## config.mk

```make
export PLATFORM = sky130hd
export DESIGN_NAME = if_fetch
export DESIGN_NICKNAME = d
export VERILOG_FILES = /design/src/rtl/if_pkg.sv /design/src/rtl/if_pc_sel.sv /design/src/rtl/if_fetch.sv
export SDC_FILE = /design/constraint.sdc
export NUM_CORES = 1
export LEC_CHECK = 0
export ABC_AREA = 0
export CORE_ASPECT_RATIO = 0.8
export CORE_MARGIN = 4
export CORE_UTILIZATION = 30
export CTS_BUF_LIST = sky130_fd_sc_hd__clkbuf_8
export DETAILED_ROUTE_END_ITERATION = 12
export GPL_ROUTABILITY_DRIVEN = 0
export GPL_TIMING_DRIVEN = 0
export PLACE_DENSITY = 0.65
export SLEW_MARGIN = 20
export SYNTH_ARGS = -nofsm -noshare
export SYNTH_HDL_FRONTEND = slang
export SYNTH_SLANG_ARGS = --single-unit
```

## constraint.sdc

```tcl
create_clock -name clk -period 2.14 [get_ports clk]
set_input_delay 0.428 -clock clk [delete_from_list [all_inputs] [get_ports clk]]
set_output_delay 0.428 -clock clk [all_outputs]
set_load 0.02 [all_outputs]
```

## src/rtl/if_pkg.sv

```systemverilog
// Shared types and defaults for the instruction-fetch stage.
// Contents: XLEN, reset PC / NOP defaults, fetch FSM state enum, word-align helper.
// Optional feature macro used by users of this package: IF_MISALIGN_CHECK_EN.
package if_pkg;

  localparam int unsigned XLEN = 32;

  localparam logic [XLEN-1:0] RESET_PC_DEF = 32'h0000_0000;
  localparam logic [XLEN-1:0] NOP_INST_DEF = 32'h0000_0013;  // addi x0,x0,0

  typedef enum logic [1:0] {
    S_REQ  = 2'd0,
    S_DROP = 2'd1,
    S_HOLD = 2'd2,
    S_ERR  = 2'd3
  } fetch_state_e;

  // Clear the byte-offset bits of an address.
  function automatic logic [XLEN-1:0] align_word(input logic [XLEN-1:0] a);
    return a & ~XLEN'(3);
  endfunction

endpackage

```

## src/rtl/if_pc_sel.sv

```systemverilog
// Next-PC selector for if_fetch: flush > branch > PC+4, result word-aligned.
// Ports:
//   flush_i/flush_addr_i    later-stage flush and its target
//   branch_i/branch_addr_i  decode redirect and its target
//   pc_i                    PC of the held instruction (base for PC+4)
//   next_pc_o               selected target with bits [1:0] cleared
//   misalign_o              selected target had nonzero [1:0]
//                           (only with IF_MISALIGN_CHECK_EN)
module if_pc_sel
  import if_pkg::*;
(
  input  logic            flush_i,
  input  logic [XLEN-1:0] flush_addr_i,
  input  logic            branch_i,
  input  logic [XLEN-1:0] branch_addr_i,
  input  logic [XLEN-1:0] pc_i,
  output logic [XLEN-1:0] next_pc_o
`ifdef IF_MISALIGN_CHECK_EN
  ,
  output logic            misalign_o
`endif
);

  logic [XLEN-1:0] target;

  // Priority mux; PC+4 wraps naturally at 32 bits.
  always_comb begin
    target = pc_i + XLEN'(4);
    if (flush_i) begin
      target = flush_addr_i;
    end else if (branch_i) begin
      target = branch_addr_i;
    end
  end

  assign next_pc_o = align_word(target);

`ifdef IF_MISALIGN_CHECK_EN
  assign misalign_o = |target[1:0];
`endif

endmodule

```

## src/rtl/if_fetch.sv

```systemverilog
// RV32I instruction-fetch stage: owns the PC, runs the imem req/ack handshake
// and holds one fetched instruction (with its PC) until decode takes it.
// Ports:
//   clk, rst                     clock, synchronous active-high reset
//   imem_req/imem_addr           fetch request and word-aligned address
//   imem_ack/imem_rdata          memory response and instruction word
//   id_ready_i                   decode accepts the held instruction
//   branch_i/branch_addr_i       decode redirect (honoured only while holding)
//   flush_i/flush_addr_i         later-stage flush, any state
//   pc_o/inst_o/inst_valid_o     held instruction to decode (NOP when invalid)
//   misalign_o                   sticky misaligned-target flag
//                                (only with IF_MISALIGN_CHECK_EN)
module if_fetch
  import if_pkg::*;
#(
  parameter logic [XLEN-1:0] RESET_PC = RESET_PC_DEF,
  parameter logic [XLEN-1:0] NOP_INST = NOP_INST_DEF
) (
  input  logic            clk,
  input  logic            rst,
  output logic            imem_req,
  output logic [XLEN-1:0] imem_addr,
  input  logic            imem_ack,
  input  logic [XLEN-1:0] imem_rdata,
  input  logic            id_ready_i,
  input  logic            branch_i,
  input  logic [XLEN-1:0] branch_addr_i,
  input  logic            flush_i,
  input  logic [XLEN-1:0] flush_addr_i,
  output logic [XLEN-1:0] pc_o,
  output logic [XLEN-1:0] inst_o,
  output logic            inst_valid_o
`ifdef IF_MISALIGN_CHECK_EN
  ,
  output logic            misalign_o
`endif
);

  fetch_state_e    state_q, state_d;
  logic [XLEN-1:0] pc_q, pc_d;
  logic [XLEN-1:0] req_addr_q, req_addr_d;
  logic [XLEN-1:0] pc_out_q, pc_out_d;
  logic [XLEN-1:0] inst_q, inst_d;
  logic            valid_q, valid_d;
  logic [XLEN-1:0] next_pc;
  logic            take;

`ifdef IF_MISALIGN_CHECK_EN
  logic misalign_c;
  logic misalign_q, misalign_d;
`endif

  // branch_i is passed unqualified: the target is only taken from S_HOLD with
  // id_ready_i, or on a flush which outranks it inside the selector.
  if_pc_sel u_pc_sel (
    .flush_i      (flush_i),
    .flush_addr_i (flush_addr_i),
    .branch_i     (branch_i),
    .branch_addr_i(branch_addr_i),
    .pc_i         (pc_out_q),
    .next_pc_o    (next_pc)
`ifdef IF_MISALIGN_CHECK_EN
    ,
    .misalign_o   (misalign_c)
`endif
  );

  // State register and datapath registers.
  always_ff @(posedge clk) begin
    if (rst) begin
      state_q    <= S_REQ;
      pc_q       <= RESET_PC;
      req_addr_q <= RESET_PC;
      pc_out_q   <= RESET_PC;
      inst_q     <= NOP_INST;
      valid_q    <= 1'b0;
`ifdef IF_MISALIGN_CHECK_EN
      misalign_q <= 1'b0;
`endif
    end else begin
      state_q    <= state_d;
      pc_q       <= pc_d;
      req_addr_q <= req_addr_d;
      pc_out_q   <= pc_out_d;
      inst_q     <= inst_d;
      valid_q    <= valid_d;
`ifdef IF_MISALIGN_CHECK_EN
      misalign_q <= misalign_d;
`endif
    end
  end

  // Next-state and register updates.
  always_comb begin
    state_d  = state_q;
    pc_d     = pc_q;
    pc_out_d = pc_out_q;
    inst_d   = inst_q;
    valid_d  = valid_q;
    take     = 1'b0;

    case (state_q)
      S_REQ: begin
        if (flush_i) begin
          // With ack the request is complete and its data is dropped;
          // without ack the old request must still be carried to completion.
          take    = 1'b1;
          state_d = imem_ack ? S_REQ : S_DROP;
        end else if (imem_ack) begin
          inst_d   = imem_rdata;
          pc_out_d = pc_q;
          valid_d  = 1'b1;
          state_d  = S_HOLD;
        end
      end
      S_DROP: begin
        if (flush_i) begin
          take = 1'b1;
        end
        if (imem_ack) begin
          state_d = S_REQ;
        end
      end
      S_HOLD: begin
        if (flush_i || id_ready_i) begin
          take    = 1'b1;
          valid_d = 1'b0;
          inst_d  = NOP_INST;
          state_d = S_REQ;
        end
      end
`ifdef IF_MISALIGN_CHECK_EN
      S_ERR: begin
        if (flush_i) begin
          take    = 1'b1;
          state_d = S_REQ;
        end
      end
`endif
      default: begin
        state_d = S_REQ;
      end
    endcase

    if (take) begin
      pc_d = next_pc;
    end

`ifdef IF_MISALIGN_CHECK_EN
    if (take && misalign_c) begin
      state_d = S_ERR;
      valid_d = 1'b0;
      inst_d  = NOP_INST;
    end
    misalign_d = (state_d == S_ERR);
`endif

    // The issued address is frozen except when a new request begins.
    req_addr_d = (state_d == S_REQ) ? pc_d : req_addr_q;
  end

  assign imem_req     = !rst && ((state_q == S_REQ) || (state_q == S_DROP));
  assign imem_addr    = align_word(req_addr_q);
  assign pc_o         = pc_out_q;
  assign inst_o       = inst_q;
  assign inst_valid_o = valid_q;

`ifdef IF_MISALIGN_CHECK_EN
  assign misalign_o = misalign_q;
`endif

endmodule
```

==> reports/results.tsv <==
metric	value	unit
layout cells sized above 1	0.139	
Post-Place Worst Slack	-0.890	ns
Clock Path Buffers	2	
Hold Crit Class	in2reg	
root buf cell	clkbuf_8	
Vias	6673	
Leak	3.13	nW
Final Cycle Share	0.981	
synthesized area per cell	8.00	sq um
First-pass DRT Iterations	6	
Post-synth ARST share	0	
global-route wire length before repair	36.3	mm
CP max FO	9	
Worst setup EP type	register	
worst-margin pin slew	0.733	ns
latest clock arrival within the worst-skew pair	0.45	ns
gr ovfl total	0	
Distinct cells, synth	62	
Starting Density	0.309	
H-tree Lvls	4	
final instance area	0.00894	sq mm
most frequent cells in the layout	clkdlybuf4s50_1 (188), dfxtp_1 (113), nand2_1 (105)	
Yosys warning total	0	
dpl cell area	0.00819	sq mm
Post-Syn Area	0.00594	sq mm
Fillers	1921	
area of the multi-input gates	0.00324	sq mm
cell with the largest stage delay on the worst path	or3_4	
detailed-route wire length	24.1	mm
Max rail drop VDD	0.311	mV
Final nets	1061	
PnR worst setup slack	0.0412	ns
fin crit period	2.10	ns
initial DRC count	615	
Worst setup SP type	register	
Switch Pwr	0.00184	W
Ports	200	
Pint	0.00424	W
Logic pwr share	0.205	
Min-Delay Path Depth	2	
Tot GR Track Use	0.213	
Detailed Place HPWL	17.6	mm
Hold WS	0.378	ns
setup violators final	0	
Max-cap violations	0	
largest net degree at the start of global routing	17	
Seq/Total Area, Yosys	0.435	
worst setup path class	reg2reg	
register area	0.00262	sq mm
pins over their slew limit	0	
Critical R2R Capture	req_addr_q[31]	
clock slew at reported path FFs	0.08	ns
peak per-stage delay on the critical path	0.49	ns
Crit path required time	2.46	ns
prevailing post-synth register cell	dfxtp_1	
Core ar.	0.0192	sq mm
Cell Chain, Critical Path	nand4_4 > buf_4 > or3_4 > o31a_1 > o221ai_1 > a311oi_1	
number of global-route vias before repair	6263	
hold buffers post-CTS	0	
Die ar.	0.0221	sq mm
Port Buffers	190	
Setup Skew	0.0139	ns
setup tns final	0	ns
Die Height	134	um
CTS Buf Count	17	
Die W	165	um
n_diodes	0	
Sink Count	129	
# DRC	0	
Switching Share	0.303	
Post-DRT Antenna Nets	0	
most common cell after layout, fill and taps aside	clkdlybuf4s50_1	
hold path start	id_ready_i	
Wirelength per Cell	19.6	um
FF-to-FF path depth	6	
Hold Violations, Final	0	
Worst Hold Endpoint	state_q[1]	
f_max	476	MHz
total power per unit cell area	680	mW/mm^2
Post-Syn Instances	743	
Slew headroom	0.511	
CTS tree	yes	
count of state elements after synthesis	129	
post-DR vias/cell	5.43	
clock share of power	0.359	
status	finished, final reports clean	
Rows	45	
initial antenna violation count	0	
register-to-register path setup slack	0.04	ns
crit path DAT	2.42	ns
Synth-to-Final Area Change	50.5	%
worst r2r src	pc_o[7]	
Flop pwr share	0.436	
number of enable flip-flop cells after synthesis	0	
## per-stage QoR
step | std cells | power, W | util
floorplan | 744 | 0.00329 | -
global placement | 1192 | 0.00389 | 0.427
detailed placement | 1192 | 0.00390 | 0.427
CTS | 1225 | 0.00608 | 0.457
global route | 1229 | 0.00633 | 0.466
finish | 1229 | 0.00608 | 0.466
## cells in the mapped netlist, types with 6 or more instances
library cell    n  area [sq um]
and3_1          7          43.8
inv_1           6          22.5
and4_1          6          52.6
nand4_1        13          81.3
o31ai_1         6          45.0
a311oi_1       11          96.3
nor4_1          9          56.3
nor2_1         90           338
a22oi_1        37           278
o22ai_1         8          50.1
nand2_1       106           398
a21oi_1        71           355
o211ai_1        6          45.0
dfxtp_1       129          2580
nand3_1        11          55.1
clkbuf_1       61           229
nor3_1         17          85.1
nand2b_1        9          56.3
o221ai_1        8          70.1
a211oi_1       19           143
o21ai_0        21           105
## power by group through the flow
| stage | clock network (W) | registers [W] | logic (W) |
|---|---|---|---|
| final | 0.00218 | 0.00265 | 0.00125 |
| after global routing | 0.00232 | 0.00267 | 0.00134 |
| after detailed placement | 0 | 0.00270 | 0.00119 |
| after CTS | 0.00221 | 0.00265 | 0.00122 |
| after floorplan | 0 | 0.00281 | 0.000481 |
| after global placement | 0 | 0.00270 | 0.00119 |
## how the worst max path moves through the flow
stage          startpoint              to  slack [ns]  cells after the start
5_1_grt           pc_o[8]  req_addr_q[31]      -0.006                      6
6_report          pc_o[7]  req_addr_q[31]        0.04                      6
3_3_place_gp   id_ready_i  req_addr_q[29]       -0.97                      7
4_1_cts        id_ready_i  req_addr_q[22]        0.02                      8
2_1_floorplan     pc_o[3]  req_addr_q[22]       0.006                      7
3_5_place_dp   id_ready_i  req_addr_q[29]       -0.89                      7
## cell type report
cell class,instances,area share
Timing Repair Buffer,201,0.224
Clock inverter,12,0.0148
Clock buffer,20,0.0308
Inverter,8,0.00378
Tap cell,258,0.0361
Buffer,63,0.0350
Multi-Input combinational cell,538,0.363
Sequential cell,129,0.293
## layer usage
layer  share of wire  up-vias  wire, um  track usage
li1                -     3152         -            -
met3            0.10       27      2530       0.0642
met5               0        -         0            0
met1            0.45     3146     10900        0.307
met4           0.014        0       347       0.0490
met2            0.43      348     10300        0.313
## what timing repair did
action / in CTS / in global routing
cloned: 0 / 0
gates resized for setup: 58 / 57
pin swaps: 6 / 5
setup buffers: 5 / 6
setup endpoints to repair: 119 / 104
## cells by family (layout without fill, tap and decap cells)
| family | after synthesis | after routing | synth area share |
|---|---|---|---|
| flops | 129 | 129 | 0.435 |
| buf+inv | 77 | 304 | 0.0503 |
| mux | 5 | 5 | 0.00842 |
| fa+ha+maj | 1 | 1 | 0.00211 |
| compound gates | 227 | 227 | 0.258 |
| xor+xnor | 6 | 6 | 0.00885 |
| simple gates | 297 | 297 | 0.237 |
| other cells | 1 | 2 | 0.000631 |
## critical path, delay by kind of cell, from the launching register on
kind	cells	cell delay [ns]
compound gates	3	0.70
simple gates	2	0.64
flops	1	0.41
buf+inv	1	0.21
## sequential cells by signal, summed over array words and instances, names as in the netlist
signal / count
pc_q: 32
pc_o: 32
state_q: 2
req_addr_q: 30
inst_valid_o: 1
inst_o: 32
Power figures use the tool's default switching activity.
==> edit 1 (config.mk and constraints unchanged) <==
Change the package constant `XLEN` from 32 to 40.
--- a/src/rtl/if_pkg.sv
+++ b/src/rtl/if_pkg.sv
@@ -5,3 +5,3 @@
 
-  localparam int unsigned XLEN = 32;
+  localparam int unsigned XLEN = 40;
 
Ports: changed (6 resized); port bits go from 200 to 248. The function was not compared with the original's and may differ.
==> edit 1 against the unedited design <==
- final cell count grew 24%
- wire length grew 36%
- area after synthesis is 27% higher
- sequential cell count rose by 32
- power grew 19%
- non-clock buffer count increased by 68
- design area is 26% higher
- setup slack got worse by 26 ps
- combinational power is 28% higher
==> edit 1: results <==
[status]
status = "completed"

[worst_setup_path]
path_max_fanout = 6
r2r_start = "pc_o[29]"
worstPathArrival_ps = 2460
reg2reg_to = "req_addr_q[31]"
slowest_stage = "or4_4"
r2r_slack_ps = 20
max_stage_delay_ps = 630

[clock_network]
clock_latency_ps = 470
path_clk_slew_ps = 100
cts_htree_levels = 4
cts_root_buf = "clkbuf_8"

[cells_and_area]
layout.nets = 1323
fill_cells = 2435
drive_gt1_share_pct = 15.7

[global_route]
grt_max_degree = 19
grt_pass1_wl_microns = 48300
grt_usage_pct = 22.9
first_global_vias = 7953

[hold_path]
hp-class = "flop to flop"
min_from = "pc_q[28]"
min_to = "pc_o[28]"

[logic_synthesis]
ys_top_cells_by_area = "dfxtp_1 (43%), a21oi_1 (7.3%), nand2_1 (7.1%)"
yosysUniqueCellTypes = 71
ys_seq_area_share_pct = 42.8
synth_common_cells = "dfxtp_1 (161), nand2_1 (143), a21oi_1 (110), nor2_1 (95), clkbuf_1 (57)"
ys_warn_count = 0

[routing]
drt-initial-drc-count = 790
first_pass_iters = 5
via_per_inst = 5.61
routedWlPerCell_microns = 21.5

[power_and_ir_drop]
power.leakage_uw = 0.00403
internal-power_uw = 4770
peakVddDrop_mv = 0.373

[place]
hpwl_microns = 24200
post-place-ws_ps = -1420

[sta]
relSlewSlack_pct = 42.0
finClkSkew_ps = 21.7
[edit 1: cell type report]
class	instances	share of cell area [%]
Tap cell	318	3.53
Clock inverter	15	1.42
Sequential cell	161	29.3
Timing Repair Buffer	258	22.7
Clock buffer	17	2.07
Multi-Input combinational cell	668	36.2
Buffer	74	4.12
Inverter	16	0.577
[edit 1: per-layer routing]
metal / routed length [microns] / GRT usage (%)
met5: 0 / 0
met4: 348 / 4.18
met2: 14300 / 34.0
met3: 4050 / 8.02
met1: 14200 / 32.5
[edit 1: worst max-delay path by stage]
stage	start	end	slack, ps	depth (start not counted)
after global placement	flush_i	pc_o[16]	-1440	8
after CTS	rst	imem_req	0.09	6
after detailed placement	flush_i	pc_o[17]	-1420	8
final	pc_o[29]	req_addr_q[31]	20	6
after global routing	pc_o[7]	req_addr_q[31]	-40	6
after floorplan	pc_o[17]	req_addr_q[31]	-4	8
[edit 1: worst max-delay path, delay by kind of cell (launching register included)]
family	cells	cell delay (ps)
DFF	1	430
AOI/OAI and AO/OA	2	300
and+or+nand+nor	3	1090
buffers and inverters	1	180
[edit 1: power by group through the flow]
| stage | clock network [uW] | logic (uW) | registers, uW |
|---|---|---|---|
| 4_1_cts | 2340 | 1560 | 3320 |
| 3_3_place_gp | 0 | 1520 | 3380 |
| 3_5_place_dp | 0 | 1530 | 3390 |
| 6_report | 2300 | 1600 | 3320 |
| 2_1_floorplan | 0 | 601 | 3510 |
| 5_1_grt | 2480 | 1710 | 3340 |
[edit 1: cell families (layout without fill, tap and decap cells)]
| group | count (synthesis) | count (layout) | share of synthesized area, % |
|---|---|---|---|
| simple gates | 344 | 344 | 21.8 |
| mux | 8 | 8 | 1.06 |
| other cells | 1 | 2 | 0.0498 |
| compound gates | 306 | 306 | 26.7 |
| xor+xnor | 7 | 7 | 0.814 |
| buf+inv | 98 | 380 | 6.53 |
| fa+ha+maj | 1 | 1 | 0.166 |
| flops | 161 | 161 | 42.8 |
[edit 1: what timing repair did]
item,CTS,global route
pin swaps,7,13
gates cloned,0,1
endpoints found under the setup margin,159,65
setup buffers,7,10
resized for setup,76,69
[edit 1: per-stage QoR]
| step | hold slack, ps | std cells | power (uW) | area [sq um] |
|---|---|---|---|---|
| CTS | 452 | 1520 | 7230 | 11000 |
| global placement | 432 | 1485 | 4910 | 10400 |
| global route | 467 | 1527 | 7530 | 11300 |
| floorplan | 421 | 927 | 4110 | 7590 |
| finish | 451 | 1527 | 7220 | 11300 |
| detailed placement | 436 | 1485 | 4920 | 10400 |
==> edit 2 (same flow settings) <==
Made on the original files. Re-encode `fetch_state_e` (4 states) as Gray code, 2 bits wide.
--- a/src/rtl/if_pkg.sv
+++ b/src/rtl/if_pkg.sv
@@ -11,6 +11,6 @@
   typedef enum logic [1:0] {
-    S_REQ  = 2'd0,
-    S_DROP = 2'd1,
-    S_HOLD = 2'd2,
-    S_ERR  = 2'd3
+    S_REQ  = 2'b00,
+    S_DROP = 2'b01,
+    S_HOLD = 2'b11,
+    S_ERR  = 2'b10
   } fetch_state_e;
Behaviour: same outputs for any inputs over 4 cycles, from zero or initial values and one cycle with rst high; so few cycles prove little.
==> edit 2 against the unedited design <==
- setup slack got worse by 13 ps
- sequential cell count unchanged
- power is 3.7% higher
- area after synthesis shrank 2.9%
- design area shrank 3.0%
- wire length down 2.4%
- final cell count down 1.7%
- utilization decreased by 0.70 points
==> edit 2: results <==
[status]
status = "completed"

[place]
postPlaceCellArea_sq_mm = 0.00802
port_buffers = 191
post-place-ws_ps = -689
hpwl_microns = 16800

[cells_and_area]
fill_cells = 1906
nClkBuffers = 21
drive_gt1_share_pct = 11.4
buffers_excl_clock = 259
clock_area_share_pct = 5.18
layout.nets = 1040
multiInputGateArea_sq_mm = 0.00299
seq_share_pct = 29.9
multi_input_cells = 522

[logic_synthesis]
ys_seq_area_share_pct = 44.8
synth.cell_area_sq_mm = 0.00577
ys_top_cells_by_area = "dfxtp_1 (45%), a21oi_1 (8.3%), nand2_1 (7.9%)"
synth_common_cells = "dfxtp_1 (129), nand2_1 (121), a21oi_1 (96), nor2_1 (75)"

[routing]
drt-initial-drc-count = 566
via_per_inst = 5.17
routedWlPerCell_microns = 19.5

[global_route]
grt_usage_pct = 21.4
first_global_vias = 6046
antenna_found_initial = 1

[worst_setup_path]
critical-path-top-delay-family = "simple AND/OR/NAND/NOR gates"
slowest_stage = "nor4_4"
max_stage_delay_ps = 390

[sta]
finClkSkew_ps = 15.8
tightest_slew_ps = 839

[power_and_ir_drop]
peakVddDrop_mv = 0.467
power_density_mw_per_mm2 = 726

[clock_network]
clock_latency_ps = 460
-- edit 2: cell count changes after synthesis, sizes merged, moves of 10 or more --
cell    delta
a21oi     +25
a221oi    +10
a22oi     -33
buf       +12
clkbuf    -19
nand2     +15
nand3     +30
nand4     -10
nor2      -15
xnor2     +16
-- edit 2: report_power, final --
part,switching (uW),total [uW],leakage (uW),internal (uW)
Clock,1020,2410,0.000226,1380
Combinational,682,1240,0.00173,555
Sequential,107,2660,0.00106,2550
-- edit 2: path summary, 6_finish.rpt --
kind         slack (ps)    start             end  depth (start not counted)
max                  30  pc_o[2]  req_addr_q[22]                          8
min                 300      rst  req_addr_q[16]                          2
max reg2reg          30  pc_o[2]  req_addr_q[22]                          8
min reg2reg         450  pc_q[1]         pc_o[1]                          2
-- edit 2: cells by family after synthesis --
family | after synthesis | share of synthesized area [%]
flops | 129 | 44.8
mux | 3 | 0.521
other cells | 1 | 0.0650
buf+inv | 70 | 5.08
simple gates | 289 | 23.1
xor+xnor | 24 | 3.64
fa+ha+maj | 1 | 0.217
compound gates | 203 | 22.6
-- edit 2: routing by layer --
layer / wire length, microns / GRT usage [%]
met2: 10200 / 31.4
met3: 2310 / 7.28
met1: 10600 / 29.5
met5: 11 / 0
met4: 469 / 6.94
-- edit 2: what timing repair did --
action,in CTS,in global routing
setup endpoints to repair,111,56
setup buffers,6,2
pin swaps,2,5
gates resized for setup,27,39
hold buffers,0,0
-- edit 2: through the flow --
stage / setup TNS [ps] / instances
after floorplan: 0 / 721
after global placement: -53700 / 1170
after detailed placement: -56690 / 1170
after CTS: 0 / 1206
after global routing: -128 / 1208
final: 0 / 1208
